==> config.mk <==
export PLATFORM = sky130hd
export DESIGN_NAME = t_press_pulse_gen_flat
export DESIGN_NICKNAME = d
export VERILOG_FILES = /design/src/rtl/t_press_pulse_gen_if.sv /design/src/rtl/t_press_pulse_gen.sv /design/src/flat_wrapper.sv
export SDC_FILE = /design/constraint.sdc
export NUM_CORES = 1
export LEC_CHECK = 0
export BUFFER_PORTS_ARGS = -buffer_cell sky130_fd_sc_hd__clkbuf_2
export CORE_AREA = 2 2 48 50
export DETAILED_ROUTE_END_ITERATION = 6
export DIE_AREA = 0 0 50 52
export PLACE_DENSITY = 0.68
export SKIP_LAST_GASP = 1
export SYNTH_ARGS = -nofsm -noshare
export SYNTH_HDL_FRONTEND = slang
export SYNTH_SLANG_ARGS = --single-unit
export TNS_END_PERCENT = 20
==> constraint.sdc <==
create_clock -name c -period 2.55 [get_ports c]
set_input_delay 0.51 -clock c [delete_from_list [all_inputs] [get_ports c]]
set_output_delay 0.51 -clock c [all_outputs]
set_load 0.02 [all_outputs]
==> src/rtl/t_press_pulse_gen_if.sv <==
`default_nettype none
// ----------------------------------------------------------------------------
// Module   : t_press_pulse_gen_if
// Brief    : Button-side bus of the press pulse generator (raw button in,
//            toggle pulse / debounced level / press count out).
// Revision : 1.0 - initial release
// ----------------------------------------------------------------------------
interface t_press_pulse_gen_if;
  logic       b;
  logic       t;
  logic       db;
  logic [7:0] pcnt;

  modport master (output b, input  t, input  db, input  pcnt);
  modport slave  (input  b, output t, output db, output pcnt);
endinterface
`default_nettype wire

==> src/rtl/t_press_pulse_gen.sv <==
`default_nettype none
// ----------------------------------------------------------------------------
// Module   : t_press_pulse_gen
// Brief    : Synchronizes and debounces a raw push-button and emits one t pulse
//            per accepted press. Optional macro AUTO_REPEAT_EN adds auto-repeat.
// Revision : 1.0 - initial release
// ----------------------------------------------------------------------------
module t_press_pulse_gen #(
  parameter int DB_CYCLES     = 4,
  parameter int DB_W          = 8,
  parameter int REPEAT_CYCLES = 16,
  parameter int RPT_W         = 8
) (
  input  wire logic           c,
  input  wire logic           rst,
  t_press_pulse_gen_if.slave  bus
);

  localparam logic [1:0] c_idle = 2'd0;
  localparam logic [1:0] c_arm  = 2'd1;
  localparam logic [1:0] c_held = 2'd2;
  localparam logic [1:0] c_rel  = 2'd3;

  localparam logic [DB_W-1:0] c_db_last = DB_W'(DB_CYCLES - 1);

  // Empty on legal parameter sets; a non-empty elaboration here flags misuse.
  if (DB_CYCLES < 1 || REPEAT_CYCLES < 1 || RPT_W < 1) begin : g_cfg_illegal
  end

  logic            r_s1;
  logic            r_s2;
  logic [1:0]      r_state;
  logic [DB_W-1:0] r_dcnt;
  logic            r_t;
  logic            r_db;
  logic [7:0]      r_pcnt;

`ifdef AUTO_REPEAT_EN
  localparam logic [RPT_W-1:0] c_rpt_last = RPT_W'(REPEAT_CYCLES - 1);
  logic [RPT_W-1:0] r_rcnt;
`endif

  always_ff @(posedge c) begin
    if (rst) begin
      r_s1    <= 1'b0;
      r_s2    <= 1'b0;
      r_state <= c_idle;
      r_dcnt  <= '0;
      r_t     <= 1'b0;
      r_db    <= 1'b0;
      r_pcnt  <= 8'd0;
`ifdef AUTO_REPEAT_EN
      r_rcnt  <= '0;
`endif
    end else begin
      r_s1 <= bus.b;
      r_s2 <= r_s1;
      r_t  <= 1'b0;
      case (r_state)
        c_idle: begin
          if (r_s2) begin
            r_state <= c_arm;
            r_dcnt  <= '0;
          end
        end
        c_arm: begin
          if (!r_s2) begin
            r_state <= c_idle;
          end else if (r_dcnt == c_db_last) begin
            r_state <= c_held;
            r_t     <= 1'b1;
            r_db    <= 1'b1;
            r_pcnt  <= r_pcnt + 8'd1;
`ifdef AUTO_REPEAT_EN
            r_rcnt  <= '0;
`endif
          end else begin
            r_dcnt <= r_dcnt + 1'b1;
          end
        end
        c_held: begin
          if (!r_s2) begin
            r_state <= c_rel;
            r_dcnt  <= '0;
          end
`ifdef AUTO_REPEAT_EN
          else if (r_rcnt == c_rpt_last) begin
            r_t    <= 1'b1;
            r_pcnt <= r_pcnt + 8'd1;
            r_rcnt <= '0;
          end else begin
            r_rcnt <= r_rcnt + 1'b1;
          end
`endif
        end
        c_rel: begin
          // rcnt is left untouched here so a bounce back to HELD resumes it.
          if (r_s2) begin
            r_state <= c_held;
          end else if (r_dcnt == c_db_last) begin
            r_state <= c_idle;
            r_db    <= 1'b0;
          end else begin
            r_dcnt <= r_dcnt + 1'b1;
          end
        end
        default: r_state <= c_idle;
      endcase
    end
  end

  assign bus.t    = r_t;
  assign bus.db   = r_db;
  assign bus.pcnt = r_pcnt;

endmodule
`default_nettype wire
==> src/flat_wrapper.sv <==
// flat-port wrapper written by rule: the top's interface ports become plain ports
module t_press_pulse_gen_flat 
#(
  parameter int DB_CYCLES     = 4,
  parameter int DB_W          = 8,
  parameter int REPEAT_CYCLES = 16,
  parameter int RPT_W         = 8
)
  (c, rst, bus_b, bus_t, bus_db, bus_pcnt);
  t_press_pulse_gen_if bus_i ();
  input  wire logic c;
  input  wire logic rst;
  input wire logic [$bits(bus_i.b)-1:0] bus_b;
  output wire logic [$bits(bus_i.t)-1:0] bus_t;
  output wire logic [$bits(bus_i.db)-1:0] bus_db;
  output wire logic [$bits(bus_i.pcnt)-1:0] bus_pcnt;
  assign bus_i.b = bus_b;
  assign bus_t = bus_i.t;
  assign bus_db = bus_i.db;
  assign bus_pcnt = bus_i.pcnt;
  t_press_pulse_gen #(.DB_CYCLES(DB_CYCLES), .DB_W(DB_W), .REPEAT_CYCLES(REPEAT_CYCLES), .RPT_W(RPT_W)) u_core (.c(c), .rst(rst), .bus(bus_i));
endmodule
==> impl_metrics.json <==
{
  "p_per_area_mw_per_mm2": 517.3,
  "clockBufferDepth": 2,
  "holdPathStages": 2,
  "maxCapViolations": 0,
  "synthTopCellsByArea": "dfxtp_1 45%, xor2_1 7.1%, nand4_1 5.1%, nor2_1 4.9%, nor4b_4 4.8%",
  "tightest_slew_ps": 517.2,
  "period_share": 0.7970,
  "cts_tree": "done",
  "antenna_found_initial": 0,
  "die_h_um": 52,
  "max_freq_mhz": 492.1,
  "finalSetupViolations": 0,
  "grt_first_pass_wirelength_um": 2808,
  "wl_per_cell_um": 11.40,
  "synth_edf_count": 0,
  "worst_path_largest_cell_delay_ps": 540,
  "fin_skew_ps": 4.861,
  "peakVddDrop_v": 0.0003468,
  "yosysWarnings": 0,
  "critical_path.max_fanout": 8,
  "ctsResizeCount": 0,
  "grt-ovfl-total": 0,
  "dieArea_mm2": 0.002600,
  "dp_hpwl_um": 1210,
  "power_leakage_uw": 0.0004096,
  "crit_path_top_delay_cell": "or4_1",
  "synth_ff_type": "dfxtp_1",
  "synth_area_um2": 989.7,
  "synth_commonest_cells": "22 x dfxtp_1, 13 x nor2_1, 8 x nand4_1, 8 x xor2_1, 7 x nand2_1",
  "die_w_um": 50,
  "post_cts_buffers": 0,
  "path_class": "register to register",
  "slew_violations": 0,
  "clock-sinks": 22,
  "hold_viol_final": 0,
  "yosys.area.top_type": "dfxtp_1",
  "grt_max_degree": 17,
  "drtAntennaViolNets": 0,
  "cts_hold_buf": 0,
  "fillCellCount": 205,
  "synth_nets": 107,
  "synth.most_common_cell": "dfxtp_1",
  "min_period_ps": 2032,
  "ctsRootBufferMaster": "clkbuf_4",
  "antenna_cells": 0,
  "rows": 17,
  "synth_cell_types": 27,
  "synth_area_per_cell_um2": 9.703,
  "clock_latency_ps": 310,
  "first_pass_iters": 4,
  "status": "finished clean",
  "ys_seq_area_frac": 0.4450,
  "worstRegToRegCells": 5,
  "critPathCaptureType": "register",
  "clk_pin_slew_ps": 120,
  "start_util": 0.4700,
  "cts_max_level": 1,
  "synth_top_area_frac": 0.4450,
  "core_area_mm2": 0.002106,
  "drive_above_1_share": 0.1724,
  "pin_count": 13,
  "place_congestion": 0.7989,
  "ys_ff_latch": 22,
  "drt_iter0_drc": 9,
  "path_cells": "ha_1, nor4b_4, nand3_4, or4_1, a21oi_1",
  "io_buffers": 12,
  "p_total_uw": 567.6,
  "crit_arrival_ps": 2280,
  "grt_util_all_layers": 0.1424,
  "routed_wl_um": 1641,
  "final_nets": 122,
  "hp-class": "input pin to register",
  "max-slew-margin-rel": 0.6538,
  "grt_pass1_vias": 659,
  "drc_errors": 0,
  "crit_required_ps": 2790,
  "finalCoreUtilization": 0.5211,
  "rsz0062_at_grt": "no",
  "cts_inserted_buffers": 3,
  "post_drt_via_cell_ratio": 5.153,
  "area_growth_pct": 10.87,
  "startpoint_type": "register",
  "syn_inst": 102,
  "tns_ps": 0,
  "vias": 742,
  "async_reset_ff_frac": 0
}
## layer usage
metal  wire, µm  track usage  up-vias
li1           -            -      385
met3         44      0.01724        4
met5          0            0        -
met2        728       0.2215        9
met4         25      0.08333        0
met1        842       0.1899      344
## power by group
part	leakage, µW	switching, µW	total (µW)	internal (µW)
Clock	0.0000210	107	194	87.2
Combinational	0.000211	14.3	22.4	8.12
Sequential	0.000178	3.26	351	348
## state kept, by name (all words and copies together), names as in the netlist, named ones only
name and cells:
u_core.bus.pcnt 8, u_core.r_dcnt 8, u_core.bus.db 1, u_core.bus.t 1, u_core.r_s1 1, u_core.r_s2 1, u_core.r_state 1
## cell type report
class | count | area, µm² | area share
Sequential cell | 22 | 440.4 | 0.4014
Timing Repair Buffer | 12 | 60.06 | 0.05473
Multi-Input combinational cell | 76 | 518.0 | 0.4721
Inverter | 2 | 7.507 | 0.006842
Tap cell | 28 | 35.03 | 0.03193
Clock buffer | 4 | 36.28 | 0.03307
## layout by cell type (no fill, tap or decap), types with 5 or more instances in the layout
cell,instances
nand4_1,8
a21oi_1,6
nand2_1,7
xnor2_1,5
xor2_1,8
dfxtp_1,22
nor2_1,13
clkbuf_2,12
## path summary, 6_finish.rpt
kind	startpoint	end	slack, ps
hold / removal	bus_b	u_core.r_s1$_SDFF_PP0_	410
setup reg to reg	u_core.r_dcnt[1]$_SDFFE_PP0P_	u_core.bus.pcnt[6]$_SDFFE_PP0P_	520
hold reg to reg	u_core.r_s1$_SDFF_PP0_	u_core.r_s2$_SDFF_PP0_	460
setup / recovery	u_core.r_dcnt[1]$_SDFFE_PP0P_	u_core.bus.pcnt[6]$_SDFFE_PP0P_	520
## cells by family (layout without fill, tap and decap cells)
logic type,after synthesis,after routing,share of synthesized area
buffers and inverters,4,18,0.03161
flip-flops,22,22,0.4450
adder cells (fa/ha/maj),2,2,0.02528
AND/OR/NAND/NOR,47,47,0.2984
AO/OA/AOI/OAI,13,13,0.07460
multiplexers,1,1,0.01011
XOR/XNOR,13,13,0.1150
## per-stage QoR
stage	hold slack, ps	area [µm²]	worst slack (ps)	instances
2_1_floorplan	413.8	989.7	721.2	102
3_3_place_gp	427.1	1061	631.6	140
3_5_place_dp	443.3	1061	558.8	140
4_1_cts	408.3	1097	527.0	144
5_1_grt	432.3	1097	348.9	144
6_report	410.3	1097	517.7	144
## worst max-delay path, delay by kind of cell (launching register included)
kind / cells / cell delay [ps]
and+or+nand+nor: 3 / 1170
adders and majority gates: 1 / 240
AOI/OAI and AO/OA: 1 / 150
DFF: 1 / 400
Power figures use the tool's default switching activity.
